--- config.mk ---
export PLATFORM = sky130hd
export DESIGN_NAME = wb_stage
export DESIGN_NICKNAME = d
export VERILOG_FILES = /design/src/rtl/wb_stage.sv
export SDC_FILE = /design/constraint.sdc
export NUM_CORES = 1
export LEC_CHECK = 0
export ABC_CLOCK_PERIOD_IN_PS = 5400
export CORE_UTILIZATION = 41
export CTS_CLUSTER_DIAMETER = 80
export CTS_CLUSTER_SIZE = 10
export DETAILED_ROUTE_END_ITERATION = 12
export GPL_TIMING_DRIVEN = 0
export PLACE_DENSITY_LB_ADDON = 0.3
export SETUP_SLACK_MARGIN = 0.15
export SYNTH_ARGS = -nofsm -noshare
export SYNTH_HDL_FRONTEND = slang
export SYNTH_SLANG_ARGS = --single-unit
--- constraint.sdc ---
create_clock -name clk -period 5.4 [get_ports clk]
set_input_delay 0.54 -clock clk [delete_from_list [all_inputs] [get_ports clk]]
set_output_delay 0.54 -clock clk [all_outputs]
set_load 0.02 [all_outputs]
--- src/rtl/wb_stage.sv ---
// Write-back stage: MEM/WB pipeline latch, load-data extraction/extension,
// register-file write port and retired-instruction counter.
module wb_stage (
    input  logic        clk,
    input  logic        rst_n,
    input  logic        mem_valid,
    input  logic        mem_RegWrite,
    input  logic        mem_MemtoReg,
    input  logic        mem_Link,
    input  logic [2:0]  mem_LoadType,
    input  logic [4:0]  mem_WriteReg,
    input  logic [31:0] mem_ALUResult,
    input  logic [31:0] mem_ReadData,
    input  logic [31:0] mem_PC,
    input  logic        stall,
    input  logic        flush,
    output logic        RegWrite,
    output logic [4:0]  WriteReg,
    output logic [31:0] WriteData,
    output logic        wb_valid,
    output logic [31:0] retired
);

    localparam logic [2:0] LT_LB  = 3'b001;
    localparam logic [2:0] LT_LBU = 3'b010;
    localparam logic [2:0] LT_LH  = 3'b011;
    localparam logic [2:0] LT_LHU = 3'b100;

    typedef struct packed {
        logic        valid;
        logic        reg_write;
        logic        mem_to_reg;
        logic        link;
        logic [2:0]  load_type;
        logic [4:0]  write_reg;
        logic [31:0] alu_result;
        logic [31:0] read_data;
        logic [31:0] pc;
    } latch_t;

    latch_t      latch_q, latch_d;
    logic [31:0] retired_q, retired_d;

    // Big-endian lanes: offset 0 is the most significant byte of the word.
    function automatic logic [31:0] extend_load(input logic [2:0]  load_type,
                                                input logic [1:0]  off,
                                                input logic [31:0] word);
        logic [7:0]  byte_s;
        logic [15:0] half_s;
        logic [31:0] result_s;
        case (off)
            2'd0:    byte_s = word[31:24];
            2'd1:    byte_s = word[23:16];
            2'd2:    byte_s = word[15:8];
            default: byte_s = word[7:0];
        endcase
        half_s = off[1] ? word[15:0] : word[31:16];
        case (load_type)
            LT_LB:   result_s = {{24{byte_s[7]}}, byte_s};
            LT_LBU:  result_s = {24'd0, byte_s};
            LT_LH:   result_s = {{16{half_s[15]}}, half_s};
            LT_LHU:  result_s = {16'd0, half_s};
            default: result_s = word;
        endcase
        return result_s;
    endfunction

    // Next-state for the latch (flush beats stall) and the retire counter.
    always_comb begin
        latch_d   = latch_q;
        retired_d = retired_q;
        if (latch_q.valid && !stall) begin
            retired_d = retired_q + 32'd1;
        end else begin
            retired_d = retired_q;
        end
        if (flush) begin
            latch_d = '0;
        end else if (!stall) begin
            latch_d = '{valid:      mem_valid,
                        reg_write:  mem_RegWrite,
                        mem_to_reg: mem_MemtoReg,
                        link:       mem_Link,
                        load_type:  mem_LoadType,
                        write_reg:  mem_WriteReg,
                        alu_result: mem_ALUResult,
                        read_data:  mem_ReadData,
                        pc:         mem_PC};
        end else begin
            latch_d = latch_q;
        end
    end

    // State registers with asynchronous clear.
    always_ff @(posedge clk or negedge rst_n) begin
        if (!rst_n) begin
            latch_q   <= '0;
            retired_q <= 32'd0;
        end else begin
            latch_q   <= latch_d;
            retired_q <= retired_d;
        end
    end

    // Write-port outputs decoded from the latch alone.
    always_comb begin
        RegWrite  = latch_q.valid && latch_q.reg_write && (latch_q.write_reg != 5'd0);
        WriteReg  = latch_q.write_reg;
        wb_valid  = latch_q.valid;
        retired   = retired_q;
        WriteData = latch_q.alu_result;
        if (latch_q.link) begin
            WriteData = latch_q.pc + 32'd8;
        end else if (latch_q.mem_to_reg) begin
            WriteData = extend_load(latch_q.load_type, latch_q.alu_result[1:0], latch_q.read_data);
        end else begin
            WriteData = latch_q.alu_result;
        end
    end

endmodule

After elaboration in Yosys (flattened, before gate mapping)
Index checks and enable logic that the tools add are counted.

Register bits: 140. Output and inout bits: 71. Logic and storage cells: 32.

Add/subtract/negate cells: 2. Eq/ne operators: 7. Multiplexer cells: 7. Reduce and logical (&&, ||, !) cells: 6.

Operators by type and width (number): $mux W108 (2); $pmux W32 S4 (1); $mux W32 (2); $add A32 B1 Y32 const B (1); $add A32 B4 Y32 const B (1); $pmux W8 S3 (1); $mux W16 (1); $eq A3 B2 Y1 const B (2); $reduce_bool A5 Y1 (1); $eq A3 B1 Y1 const B (1); $eq A3 B3 Y1 const B (1); $logic_and A1 B1 Y1 (3); $eq A2 B1 Y1 const B (1); $eq A2 B2 Y1 const B (1); $logic_not A2 Y1 (1); $ne A2 B1 Y1 const B (1); $logic_not A1 Y1 (1).

Depth between registers and ports, before layout
Depth in word-level cells: 5. Mapped depth: 6.

Worst setup path after synthesis
Ideal clock, no wire load.

Kind: register -> output. Start point: reg latch_q[101] in the netlist's numbering. End point: out WriteData[20]. Data arrival time: 2.056 ns. Data required time: 4.860 ns. Path slack: 2.804 ns. Cell stages (with the launch flop): 6. Cell sequence: dfrtp_1 > buf_2 > or2_1 > xnor2_2 > a211oi_1 > o311ai_0.

Cells in the longest elaborated chain, start to end: 4.

RTL lines: start: declaration (line 41) `latch_t latch_q, latch_d;`; start signal: assignment (line 100) `latch_q <= latch_d;`; $eq A3 B3 Y1, or another cell as far along (line 58) `case (load_type)`; $pmux W32 S4 * (line 58); $mux W32 * (line 114) `end else if (latch_q.mem_to_reg) begin`; $mux W32 * (line 112) `if (latch_q.link) begin`; end: declaration (line 19) `output logic [31:0] WriteData,`.

Mark *: on every way between the ends. The rest lies on a longest branch, timed or not.

Worst setup path after layout
Start point: reg latch_q[101] in the netlist's numbering. End point: out WriteData[11].

Same word-level chain as after synthesis.

==> results.json <==
{
  "rrSetupSlack_ns": 3.24,
  "max_slew_margin_pct": 40.3,
  "violations": "DRC",
  "placement.io_buffers": 181,
  "grt_pass1_vias": 6641,
  "detail_route.wl_per_cell_um": 19.7,
  "ys_dominant_reg_cell": "sky130_fd_sc_hd__dfrtp_1",
  "finalInstanceArea_um2": 10400,
  "cp-start-kind": "register",
  "grtUsageMet1_pct": 34.6,
  "synthesis.area_per_instance_um2": 10.1,
  "globalRouteMet2Util_pct": 38.7,
  "initialDrtViolationCount": 690,
  "synth.top_cells.by_area": "sky130_fd_sc_hd__dfrtp_1 (45%), sky130_fd_sc_hd__mux2i_1 (15%), sky130_fd_sc_hd__nor2_1 (6.6%)",
  "seq_area_frac_synth_pct": 45.4,
  "worst-path-max-fanout": 10,
  "hold_violations": 0,
  "worst_setup_hold_path_clk_slew_ns": 0.06,
  "cts-buffers-inserted": 17,
  "timing.setup.critical_path_class": "reg2out",
  "die_w_um": 139,
  "pin_count": 183,
  "synthTopCellsByCount": "sky130_fd_sc_hd__dfrtp_1 (140), sky130_fd_sc_hd__nor2_1 (136), sky130_fd_sc_hd__mux2i_1 (112)",
  "synthesis.area_um2": 7710,
  "dpl.hpwl_um": 17600,
  "synth_area_leader_cell": "sky130_fd_sc_hd__dfrtp_1",
  "detail-route-antenna-nets": 0,
  "cts-root-to-sink-buffers": 2,
  "globalRouteMet3Util_pct": 6.15,
  "fmaxAchievable_mhz": 246,
  "post_route_cells_drive_above_1_share_pct": 8.39,
  "max_cap_viol_count": 0,
  "dpl.cell_count": 1175,
  "fin_util_pct": 57.2,
  "synthDistinctLibCells": 62,
  "stdcell_count": 1206,
  "clk_latency_ns": 0.43,
  "rsz_0062_raised_after_global_routing": "false",
  "dieArea_um2": 19400,
  "cts.repair_timing.setup_buffer_count": 0,
  "critical_path_arrival_ns": 3.52,
  "place_area_um2": 9840,
  "postSynthCellCount": 764,
  "clock_tree_from_tritoncts": "done",
  "global_route_wire_length_before_repair_um": 37200,
  "cts_htree_levels": 4,
  "syn-num-nets": 878,
  "ctsRootBufferMaster": "sky130_fd_sc_hd__clkbuf_16",
  "clock_skew_ns": 0.0106,
  "power_density_normalized_to_cell_area_nw_per_um2": 278,
  "avgViaCountPerCell": 5.70,
  "synth-warning-count": 0,
  "ctsResizeCount": 0,
  "global_route.peak_usage_layer": "met2",
  "grt_util_all_layers_pct": 25.2,
  "reg2reg_depth": 5,
  "ys_seq_elements": 140,
  "post-route-drc-count": 8,
  "report.final.setup_viol": 0,
  "synthToLayoutAreaGrowth_pct": 35.2,
  "drt_pre_antenna_iters": 10,
  "max_slew.worst_pin.slew_ns": 0.889,
  "result_of_the_run": "finished, violations left",
  "yosysMostFrequentCell": "sky130_fd_sc_hd__dfrtp_1",
  "final.period_utilization_pct": 75.2,
  "antenna_found_initial": 0,
  "floorplan.rows": 49,
  "cts.hold.buffers_added": 0,
  "clock-sinks": 140,
  "routed_wirelength_um": 23800,
  "effective_utilization_at_floorplan_pct": 42.3,
  "maximum_number_of_pins_on_one_net_before_global_route_repair": 97,
  "totalPowerFinal_mw": 2.89,
  "min_path_type": "in2async",
  "routabilityCongestion": 0.928,
  "global_route_overflow": 0,
  "r2r_end": "retired[26]$_DFFE_PN0P_",
  "final.setup.tns_ns": 0,
  "fp.dieH_um": 139,
  "crit_path_end_kind": "output port",
  "period_minus_slack_ns": 4.06,
  "core_area_um2": 18200,
  "synth_enable_flop_cells": 0,
  "slew_viol_final": 0,
  "synth_largest_type_area_fraction_pct": 45.4,
  "static_leakage_nw": 4.49,
  "antenna_diode_count": 0,
  "ir_worst_vdd_uv": 265,
  "finish.net_count": 1079,
  "ys_async_sr_fraction_pct": 100,
  "critPathRequiredTime_ns": 4.86,
  "dr_total_vias": 6869,
  "worst_r2r_startpoint": "retired[0]$_DFFE_PN0P_"
}
-- sequential cells by signal, indices dropped and copies added (netlist names) --
signal    cells
WriteReg      5
latch_q     102
retired      32
wb_valid      1
-- power by group --
| part | switching [mW] | internal (mW) |
|---|---|---|
| Combinational | 0.279 | 0.264 |
| Clock | 0.470 | 0.695 |
| Sequential | 0.0769 | 1.11 |
| Total | 0.826 | 2.07 |
-- stage by stage --
| step | setup WS, ns | hold slack [ns] |
|---|---|---|
| global placement | -1.96 | 0.463 |
| finish | 1.34 | 0.0381 |
| floorplan | 2.80 | 0.244 |
| CTS | 1.48 | 0.0426 |
| global route | 1.28 | 0.0725 |
| detailed placement | 1.98 | 0.464 |
-- routing by layer --
metal  share of wire [%]  routed length (um)
met2                  45               10700
met1                  44               10400
met4                 2.7                 632
met3                 8.7                2080
met5                   0                   0
-- cell families after synthesis --
group / after synthesis / synth area share [%]
and+or+nand+nor: 285 / 18.9
DFF: 140 / 45.4
muxes: 121 / 16.0
AOI/OAI and AO/OA: 107 / 10.4
buffers and inverters: 64 / 3.73
xor gates and xnor gates: 45 / 5.21
adders and majority gates: 2 / 0.325
-- cells in the final DEF (no fill, tap or decap), types with 6 or more instances in the layout --
| cell type | instances |
|---|---|
| sky130_fd_sc_hd__mux2i_1 | 112 |
| sky130_fd_sc_hd__nor3_1 | 12 |
| sky130_fd_sc_hd__o311ai_1 | 9 |
| sky130_fd_sc_hd__a21o_1 | 6 |
| sky130_fd_sc_hd__xor2_1 | 9 |
| sky130_fd_sc_hd__clkbuf_1 | 32 |
| sky130_fd_sc_hd__xnor2_1 | 35 |
| sky130_fd_sc_hd__clkdlybuf4s50_1 | 180 |
| sky130_fd_sc_hd__o22ai_1 | 10 |
| sky130_fd_sc_hd__clkbuf_16 | 17 |
| sky130_fd_sc_hd__buf_4 | 7 |
| sky130_fd_sc_hd__nand4_1 | 23 |
| sky130_fd_sc_hd__nand3_1 | 20 |
| sky130_fd_sc_hd__and3_1 | 6 |
| sky130_fd_sc_hd__buf_2 | 17 |
| sky130_fd_sc_hd__nor2_1 | 136 |
| sky130_fd_sc_hd__o21ai_0 | 16 |
| sky130_fd_sc_hd__inv_1 | 7 |
| sky130_fd_sc_hd__nand4b_1 | 10 |
| sky130_fd_sc_hd__dfrtp_1 | 140 |
| sky130_fd_sc_hd__nor4_1 | 11 |
| sky130_fd_sc_hd__a211oi_1 | 19 |
| sky130_fd_sc_hd__nand2_1 | 35 |
| sky130_fd_sc_hd__mux2_2 | 8 |
| sky130_fd_sc_hd__a221oi_1 | 12 |
-- critical path: stages (launching register included) --
cell	delay [ns]
sky130_fd_sc_hd__dfrtp_1	0.40
sky130_fd_sc_hd__buf_2	0.20
sky130_fd_sc_hd__nor4b_4	0.53
sky130_fd_sc_hd__a31oi_1	0.26
sky130_fd_sc_hd__a2111oi_0	0.82
sky130_fd_sc_hd__o22ai_1	0.27
sky130_fd_sc_hd__clkdlybuf4s50_1	0.60
-- worst max-delay path by stage --
stage	endpoint	slack, ns	startpoint	cells past startpoint
6_report	WriteData[11]	1.34	latch_q[101]$_DFFE_PN0P_	6
3_5_place_dp	WriteData[14]	1.98	latch_q[101]$_DFFE_PN0P_	6
3_3_place_gp	retired[12]$_DFFE_PN0P_	-1.96	rst_n	1
5_1_grt	WriteData[11]	1.28	latch_q[101]$_DFFE_PN0P_	6
4_1_cts	WriteData[14]	1.48	latch_q[101]$_DFFE_PN0P_	6
2_1_floorplan	WriteData[20]	2.80	latch_q[101]$_DFFE_PN0P_	5
-- layout make-up --
type	count	area (um^2)
plain buffers	57	262
clock buffers	19	443
clock inverters	12	140
fillers	1590	7790
inverters	7	26.3
multi-input cells	560	3920
flip-flops and latches	140	3500
well taps	229	287
repair buffers	182	1840
Note: power is estimated with default switching activity, not from simulation.
